--- src/rtl/i2c_request_arbiter.sv ---
// Round-robin arbiter sharing one i2c_controller write port among NUM_REQ requesters.
// Optional per-phase handshake timeout abort is enabled by defining I2C_ARB_TIMEOUT_EN.
module i2c_request_arbiter #(
  parameter int NUM_REQ        = 4,
  parameter int TIMEOUT_CYCLES = 20000
) (
  input  logic                 clk_in,
  input  logic                 reset_in,
  input  logic [NUM_REQ-1:0]   req_in,
  input  logic [7*NUM_REQ-1:0] addr_in,
  input  logic [8*NUM_REQ-1:0] data_in,
  output logic [NUM_REQ-1:0]   grant_out,
  output logic [NUM_REQ-1:0]   done_out,
  output logic [NUM_REQ-1:0]   err_out,
  output logic                 busy_out,
  output logic                 start_out,
  output logic [6:0]           addr_out,
  output logic [7:0]           data_out,
  input  logic                 ready_in
);
  localparam int IW = $clog2(NUM_REQ);

  typedef enum logic [1:0] {S_IDLE, S_LAUNCH, S_WAIT, S_DONE} state_t;

  state_t             state_q, state_d;
  logic               ready_meta_q, ready_meta_d;
  logic               rdy_s_q, rdy_s_d;
  logic [NUM_REQ-1:0] grant_q, grant_d;
  logic [NUM_REQ-1:0] done_q, done_d;
  logic               start_q, start_d;
  logic [6:0]         addr_q, addr_d;
  logic [7:0]         data_q, data_d;
  logic [IW-1:0]      last_q, last_d;

  logic               pick_vld;
  logic [IW-1:0]      pick_idx;
  logic [6:0]         addr_sel;
  logic [7:0]         data_sel;
  logic [NUM_REQ-1:0] owner_oh;
  logic               tmo;

  // First requester at or after last+1, wrapping; the last owner ends up lowest priority.
  always_comb begin
    int j;
    j        = 0;
    pick_vld = 1'b0;
    pick_idx = '0;
    for (int k = 1; k <= NUM_REQ; k++) begin
      j = int'(last_q) + k;
      if (j >= NUM_REQ) j = j - NUM_REQ;
      if (!pick_vld && req_in[IW'(j)]) begin
        pick_vld = 1'b1;
        pick_idx = IW'(j);
      end
    end
  end

  always_comb begin
    addr_sel = '0;
    data_sel = '0;
    for (int i = 0; i < NUM_REQ; i++) begin
      if (pick_idx == IW'(i)) begin
        addr_sel = addr_in[7*i +: 7];
        data_sel = data_in[8*i +: 8];
      end
    end
  end

  assign owner_oh = NUM_REQ'(1) << last_q;

`ifdef I2C_ARB_TIMEOUT_EN
  logic [31:0]        cnt_q, cnt_d;
  logic [NUM_REQ-1:0] err_q, err_d;

  assign tmo     = ((state_q == S_LAUNCH) || (state_q == S_WAIT)) &&
                   (cnt_q >= 32'(TIMEOUT_CYCLES - 1));
  assign err_out = err_q;
`else
  assign tmo     = 1'b0;
  assign err_out = '0;
`endif

  always_comb begin
    ready_meta_d = ready_in;
    rdy_s_d      = ready_meta_q;
    state_d      = state_q;
    grant_d      = grant_q;
    done_d       = '0;
    start_d      = start_q;
    addr_d       = addr_q;
    data_d       = data_q;
    last_d       = last_q;

    case (state_q)
      S_IDLE: begin
        if (rdy_s_q && pick_vld) begin
          state_d = S_LAUNCH;
          grant_d = NUM_REQ'(1) << pick_idx;
          addr_d  = addr_sel;
          data_d  = data_sel;
          last_d  = pick_idx;
          start_d = 1'b1;
        end
      end
      // Ready falling is the controller's acknowledgement of start.
      S_LAUNCH: begin
        if (!rdy_s_q) begin
          state_d = S_WAIT;
          start_d = 1'b0;
        end
      end
      S_WAIT: begin
        if (rdy_s_q) begin
          state_d = S_DONE;
          done_d  = owner_oh;
          grant_d = '0;
        end
      end
      S_DONE:  state_d = S_IDLE;
      default: state_d = S_IDLE;
    endcase

    if (tmo) begin
      state_d = S_IDLE;
      start_d = 1'b0;
      grant_d = '0;
      done_d  = '0;
    end

`ifdef I2C_ARB_TIMEOUT_EN
    err_d = tmo ? owner_oh : '0;
    cnt_d = ((state_d != state_q) || !((state_q == S_LAUNCH) || (state_q == S_WAIT)))
            ? '0 : cnt_q + 32'd1;
`endif
  end

  always_ff @(posedge clk_in or posedge reset_in) begin
    if (reset_in) begin
      state_q      <= S_IDLE;
      ready_meta_q <= 1'b0;
      rdy_s_q      <= 1'b0;
      grant_q      <= '0;
      done_q       <= '0;
      start_q      <= 1'b0;
      addr_q       <= '0;
      data_q       <= '0;
      last_q       <= IW'(NUM_REQ - 1);
`ifdef I2C_ARB_TIMEOUT_EN
      cnt_q        <= '0;
      err_q        <= '0;
`endif
    end else begin
      state_q      <= state_d;
      ready_meta_q <= ready_meta_d;
      rdy_s_q      <= rdy_s_d;
      grant_q      <= grant_d;
      done_q       <= done_d;
      start_q      <= start_d;
      addr_q       <= addr_d;
      data_q       <= data_d;
      last_q       <= last_d;
`ifdef I2C_ARB_TIMEOUT_EN
      cnt_q        <= cnt_d;
      err_q        <= err_d;
`endif
    end
  end

  assign grant_out = grant_q;
  assign done_out  = done_q;
  assign start_out = start_q;
  assign addr_out  = addr_q;
  assign data_out  = data_q;
  assign busy_out  = (state_q != S_IDLE);

endmodule
--- config.mk ---
export PLATFORM = sky130hd
export DESIGN_NAME = i2c_request_arbiter
export DESIGN_NICKNAME = d
export VERILOG_FILES = /design/src/rtl/i2c_request_arbiter.sv
export SDC_FILE = /design/constraint.sdc
export NUM_CORES = 1
export LEC_CHECK = 0
export BUFFER_PORTS_ARGS = -buffer_cell sky130_fd_sc_hd__buf_2
export CAP_MARGIN = 20
export CORE_MARGIN = 5
export CORE_UTILIZATION = 46
export DETAILED_ROUTE_END_ITERATION = 10
export PLACE_DENSITY = 0.77
export SYNTH_ARGS = -nofsm -noshare
export SYNTH_HDL_FRONTEND = slang
export SYNTH_SLANG_ARGS = --single-unit
--- constraint.sdc ---
create_clock -name clk_in -period 3.2 [get_ports clk_in]
set_clock_uncertainty 0.15 [all_clocks]
set_input_delay 0.64 -clock clk_in [delete_from_list [all_inputs] [get_ports clk_in]]
set_output_delay 0.64 -clock clk_in [all_outputs]
set_load 0.1 [all_outputs]
* Yosys cells after proc, flatten, opt, wreduce, memory -nomap -nowiden
Index checks and enable logic that the tools add are counted.
** Cells by class
- Add/sub/neg operators :: 8
- Magnitude comparators :: 8
- Equality and inequality tests :: 9
- Shifts and indexed selects :: 2
- Muxes and demuxes :: 44
- Reductions and logical operators :: 16
** Operators with widths (number)
- two-way mux 8 bit :: 4
- two-way mux 7 bit :: 4
- two-way mux 2 bit :: 11
- < comparator 2 x 4 -> 1 bit, second input constant :: 4
- two-way mux 4 bit :: 4
- two-way mux 1 bit :: 14
- greater-or-equal comparator 3 bit, second input constant :: 3
- AND reduction 3 bit :: 3
- binary-select mux 1 bit (select 2 bit) :: 4
- == test 2 bit, second input constant :: 4
- case mux 2 bit (4 select lines) :: 1
- case mux 4 bit (2 select lines) :: 1
- << shifter 1 x 2 -> 4 bit, first input constant :: 2
- subtractor 2 x 1 -> 2 bit, second input constant :: 4
- adder 2 x 2 -> 3 bit, second input constant :: 2
- inequality test 2 bit, second input constant :: 3
- nonzero test 2 bit :: 3
- adder 2 x 3 -> 4 bit, second input constant :: 1
- == test 2 x 1 -> 1 bit, second input constant :: 2
- greater-or-equal comparator 4 x 3 -> 1 bit, second input constant :: 1
- logical AND 1 bit :: 4
- logical NOT 2 bit :: 2
- adder 2 x 1 -> 3 bit, second input constant :: 1
- logical NOT 1 bit :: 3
- 2 further kinds :: 2
** Storage, ports and cells
- Bits in registers :: 30
- Input port bits :: 67
- Logic and storage cells :: 96

* Logic depth before layout (Yosys ltp)
- Depth after elaboration :: 21
- Mapped depth :: 13
- Mapped depth without buffers :: 8

* Worst setup path before layout
No wires, ideal clock.
- Path type :: register -> register
- Start :: reg last_q[0]
- End :: reg addr_q[6] (netlist: addr_out[6])
- Library setup time :: 0.126 ns
- Data arrival time :: 2.894 ns
- Required time :: 2.924 ns
- Slack :: 0.030 ns
- Stages on the path, launching flop included :: 11
- Buffers on the path :: 4
- Period minus slack after synthesis :: 3.170 ns
- Cell sequence :: dfstp_2 > buf_2 > inv_1 > clkbuf_1 > clkbuf_1 > ha_1 > mux4_2 > clkbuf_1 > a2111oi_0 > nor2_1 > a221o_1
** On the way
- Word-level cells in the longest chain between the ends :: 21
- Elaborated cells between the ends (all ways) :: 52
- Classes of those cells :: add/sub: 8; order compare: 4; eq/ne: 3; mux: 28; reduce/logical: 9
** RTL lines
- start, declared :: RTL line 33 : logic [IW-1:0] last_q, last_d;
- start signal, assigned :: RTL line 147 : last_q <= IW'(NUM_REQ - 1);
- start signal, assigned :: RTL line 161 : last_q <= last_d;
- adder 2 x 1 -> 3 bit :: RTL line 49 : j = int'(last_q) + k;
- greater-or-equal comparator 3 bit / subtractor 2 x 1 -> 2 bit (equally long branches) :: RTL line 50 : if (j >= NUM_REQ) j = j - NUM_REQ;
- two-way mux 2 bit :: RTL line 50
- binary-select mux 1 bit (select 2 bit) :: RTL line 51 : if (!pick_vld && req_in[IW'(j)]) begin
- two-way mux 1 bit (not written as such) (2 in series) :: RTL line 51
- two-way mux 1 bit :: RTL line 51
- logical NOT 1 bit :: RTL line 51
- logical AND 1 bit :: RTL line 51
- two-way mux 1 bit :: RTL line 51
- logical NOT 1 bit :: RTL line 51
- logical AND 1 bit :: RTL line 51
- two-way mux 1 bit :: RTL line 51
- logical NOT 1 bit :: RTL line 51
- logical AND 1 bit :: RTL line 51
- two-way mux 2 bit :: RTL line 51
- logical NOT 2 bit :: RTL line 62 : if (pick_idx == IW'(i)) begin
- two-way mux 7 bit (4 in series) :: RTL line 62
- end signal, assigned :: RTL line 159 : addr_q <= addr_d;
- end, declared :: RTL line 31 : logic [6:0] addr_q, addr_d;
Parallel ways exist; a longest one is shown, timed or not. The select of a mux whose other input is x is not followed.
A chain may end at the register's enable or synchronous reset.

* Worst setup path after layout
- Start :: reg last_q[1]
- End :: reg data_q[6] (netlist: data_out[6])
** On the way
- Word-level cells in the longest chain between the ends :: 21
- Elaborated cells between the ends (all ways) :: 52
- Classes of those cells :: add/sub: 8; order compare: 4; eq/ne: 3; mux: 28; reduce/logical: 9
** RTL lines
- adder 2 x 1 -> 3 bit :: RTL line 49
- greater-or-equal comparator 3 bit / subtractor 2 x 1 -> 2 bit (equally long branches) :: RTL line 50
- two-way mux 2 bit :: RTL line 50
- binary-select mux 1 bit (select 2 bit) :: RTL line 51
- two-way mux 1 bit (not written as such) (2 in series) :: RTL line 51
- two-way mux 1 bit :: RTL line 51
- logical NOT 1 bit :: RTL line 51
- logical AND 1 bit :: RTL line 51
- two-way mux 1 bit :: RTL line 51
- logical NOT 1 bit :: RTL line 51
- logical AND 1 bit :: RTL line 51
- two-way mux 1 bit :: RTL line 51
- logical NOT 1 bit :: RTL line 51
- logical AND 1 bit :: RTL line 51
- two-way mux 2 bit :: RTL line 51
- logical NOT 2 bit :: RTL line 62
- two-way mux 8 bit (4 in series) :: RTL line 62
- end signal, assigned :: RTL line 160 : data_q <= data_d;
- end, declared :: RTL line 32 : logic [7:0] data_q, data_d;
Parallel ways exist; a longest one is shown, timed or not. The select of a mux whose other input is x is not followed.

==> run metrics <==
minimum clock period=approximately 3.1 ns; RSZ-0062 raised after global routing=no; number of buffers added on ports=91; drt total wl=roughly 8300 um; ANT nets after route=0; share of the synthesized area in the top cell type=between 20 and 30%; CTS clk-pin slew, worst paths=~0.07 ns; warnings from Yosys=0; io pins=between 90 and 100; number of setup violations in the final report=0; Slew HR=about three fifths; power share of the clock group=under 10%; Leak=~1.5 nW; Post-Route Utilization=56.8%; register area=753 um2; Post-DP Area=approximately 3200 um2; FILL cells=between 500 and 600; Worst R2R End=data_out[6]; largest net degree at the start of global routing=57; Iteration-0 DRC Markers=about 290; Critical Setup Path Class=reg2reg; vias in the first global route=roughly 2700; CTS max path bufs=2; Synth area leaders=dfrtp_1 (26%), mux2i_1 (7.0%), mux2_2 (6.2%), a21oi_1 (6.0%), nor2_1 (5.4%); row count=28; register area share after synthesis=27.6%; max_cap viols=0; switching share of total power=approximately three fifths; DR vias/cell=between 6 and 7; hold_sp=rdy_s_d; internal power=~1.8 mW; total gr overflow=0; Slew @ Worst Pin=about 0.6 ns; # nets final=a little under 500; Die Y=roughly 87 um; Area Overhead vs Synth=21.6%; Die Width=around 87 um; M1 WL=about 3600 um; Mapped Area=roughly 2700 um2; post-synth top area cell=dfrtp_1; Clock Latency Late Sink=about 0.29 ns; DR vias=slightly below 3000; drt first pass iters=5; Tot GR Track Use=between 20 and 25%; CTS tree=yes; DP Worst Slack=0.225 ns; Starting Density=between 40% and 50%; setup TNS=0 ns; Tcrit/Tclk final=a little over nine tenths; most common cell in the netlist=nor2_1; endpoint class of the critical path=flip-flop; flop-to-flop setup slack=0.12 ns; crit path cell chain=inv_1 -> ha_1 -> mux4_2 -> buf_4 -> a221oi_1 -> a21oi_1 -> nor4_1 -> nor2_1; fraction of registers with async set/reset=100%; antenna cells=0; Yosys cell types=47; GPL Wtd Cong=roughly 0.90; initial antenna violation count=0; Critical Path RT=3.20 ns; uppermost routed layer=met4; Buf/Inv on CP=2; Root Driver=clkbuf_8; Post-CTS Setup Inserts=0; area of the multi-input gates=between 1500 and 2000 um2; R2R Path Start=last_q[1]; core area=~6000 um2; Sink Count=30; Post-synth EDFFs=0; CP max stage cell=dfstp_2; H-Tree Depth=2; R2R cell count=8; final instance area=approximately 3300 um2; Power Dens Cells=around 1300 nW/um2; CP arrival=around 3.1 ns; fraction of layout cells with a size suffix above 1=about a third; drt wl/cell=roughly 17 um; Most used DFF post-synth=dfrtp_1; Setup crit start kind=flip-flop; final hold violation count=0; sequential share of power=between 10% and 20%; Hold WS=between 0.2 and 0.25 ns; Hold EP=rdy_s_q; critical path fanouts, max=11; Commonest cells post-synth=nor2_1 (39), a21oi_1 (33), nand3_1 (29), dfrtp_1 (28), mux2i_1 (19); outcome=completed; sw power=2.53 mW; cells after synthesis=roughly 330; Comb pwr share=76.1%; die area=between 7000 and 8000 um2; hpwl dp=between 5000 and 6000 um; Synth Register Bits=30; VDD IR-drop max=0.733 mV; DR WL met3=roughly 650 um; DR DRC count=0; post-route setup slack=approximately 0.12 ns; placed insts=477; routed wl met2=approximately 4000 um; syn avg cell area=approximately 8 um2; wire length of the first global-routing pass=between 10000 and 15000 um; CP delay by family, top=simple AND/OR/NAND/NOR gates; worst hold path depth=0; hold crit path type=reg2reg; total power draw=about 4.3 mW; CTS buffer count=5; Post-Layout Cell Count=just under 500; slowest cell delay on critical path=0.59 ns; Max Fclk=325 MHz; Max Slew Vio Count=0
==> registers in the layout (all words and copies together), names as in the netlist <==
signal     count
state_q        2
rdy_s_q        1
grant_out      4
start_out      1
addr_out       7
done_out       4
last_q         2
data_out       8
rdy_s_d        1
==> cell usage in the layout, fill, tap and decap left out, types with 3 or more instances in the layout <==
| master | netlist | routed |
|---|---|---|
| clkbuf_8 | 0 | 5 |
| a22oi_1 | 14 | 14 |
| dfrtp_1 | 28 | 28 |
| inv_1 | 8 | 8 |
| o22ai_1 | 15 | 15 |
| nor4_1 | 16 | 15 |
| conb_1 | 1 | 4 |
| buf_4 | 6 | 15 |
| mux2i_1 | 19 | 19 |
| buf_2 | 10 | 91 |
| mux4_2 | 3 | 3 |
| a21oi_1 | 33 | 33 |
| o21ai_0 | 5 | 5 |
| and3_1 | 5 | 5 |
| mux2_2 | 15 | 15 |
| nand3_1 | 29 | 29 |
| nor2_1 | 39 | 39 |
| a221oi_1 | 14 | 14 |
| nand2b_1 | 3 | 3 |
| nor2b_1 | 3 | 3 |
| ha_1 | 8 | 8 |
| nand2_1 | 7 | 7 |
==> area by class of cell <==
class	instances	share of cell area, %
Multi-Input combinational cell	258	53.3
Clock buffer	5	2.07
Inverter	8	0.903
Sequential cell	30	22.7
Clock inverter	3	1.20
Timing Repair Buffer	106	17.1
Tap cell	75	2.82
==> cells by family after synthesis <==
family	count (synthesis)	share of synthesized area (%)
AO/OA/AOI/OAI	97	23.8
other	1	0.137
AND/OR/NAND/NOR	112	20.6
flip-flops	30	27.6
multiplexers	37	15.6
adder cells (fa/ha/maj)	8	3.66
buffers and inverters	47	8.56
==> power by group through the flow <==
| stage | registers (mW) | logic, mW | clock network [mW] |
|---|---|---|---|
| floorplan | 1.53 | 1.77 | 0 |
| finish | 0.649 | 3.27 | 0.379 |
| global route | 0.672 | 3.50 | 0.401 |
| global placement | 0.646 | 3.17 | 0 |
| detailed placement | 0.652 | 3.24 | 0 |
| CTS | 0.648 | 3.25 | 0.383 |
==> how the worst max path moves through the flow <==
stage / startpoint / to / slack [ns] / cells past startpoint
6_report: last_q[1] / data_out[6] / 0.12 / 8
5_1_grt: last_q[1] / data_out[7] / 0.001 / 9
4_1_cts: last_q[1] / data_out[7] / 0.17 / 8
3_5_place_dp: last_q[1] / addr_out[1] / 0.22 / 8
3_3_place_gp: last_q[1] / data_out[2] / 0.33 / 9
2_1_floorplan: last_q[0] / addr_out[6] / 0.03 / 10
==> routing by layer <==
| layer | vias to the layer above | GRT usage, % |
|---|---|---|
| li1 | 1405 | - |
| met1 | 1379 | 31.0 |
| met2 | 138 | 34.7 |
| met3 | 14 | 3.50 |
| met4 | 0 | 7.67 |
| met5 | - | 0 |
==> timing repair <==
action,CTS,global route
hold endpoints to repair,0,0
resized for setup,0,1
setup endpoints to repair,0,1
hold buffers,0,0
No activity file was read; power rests on OpenSTA's default activity.
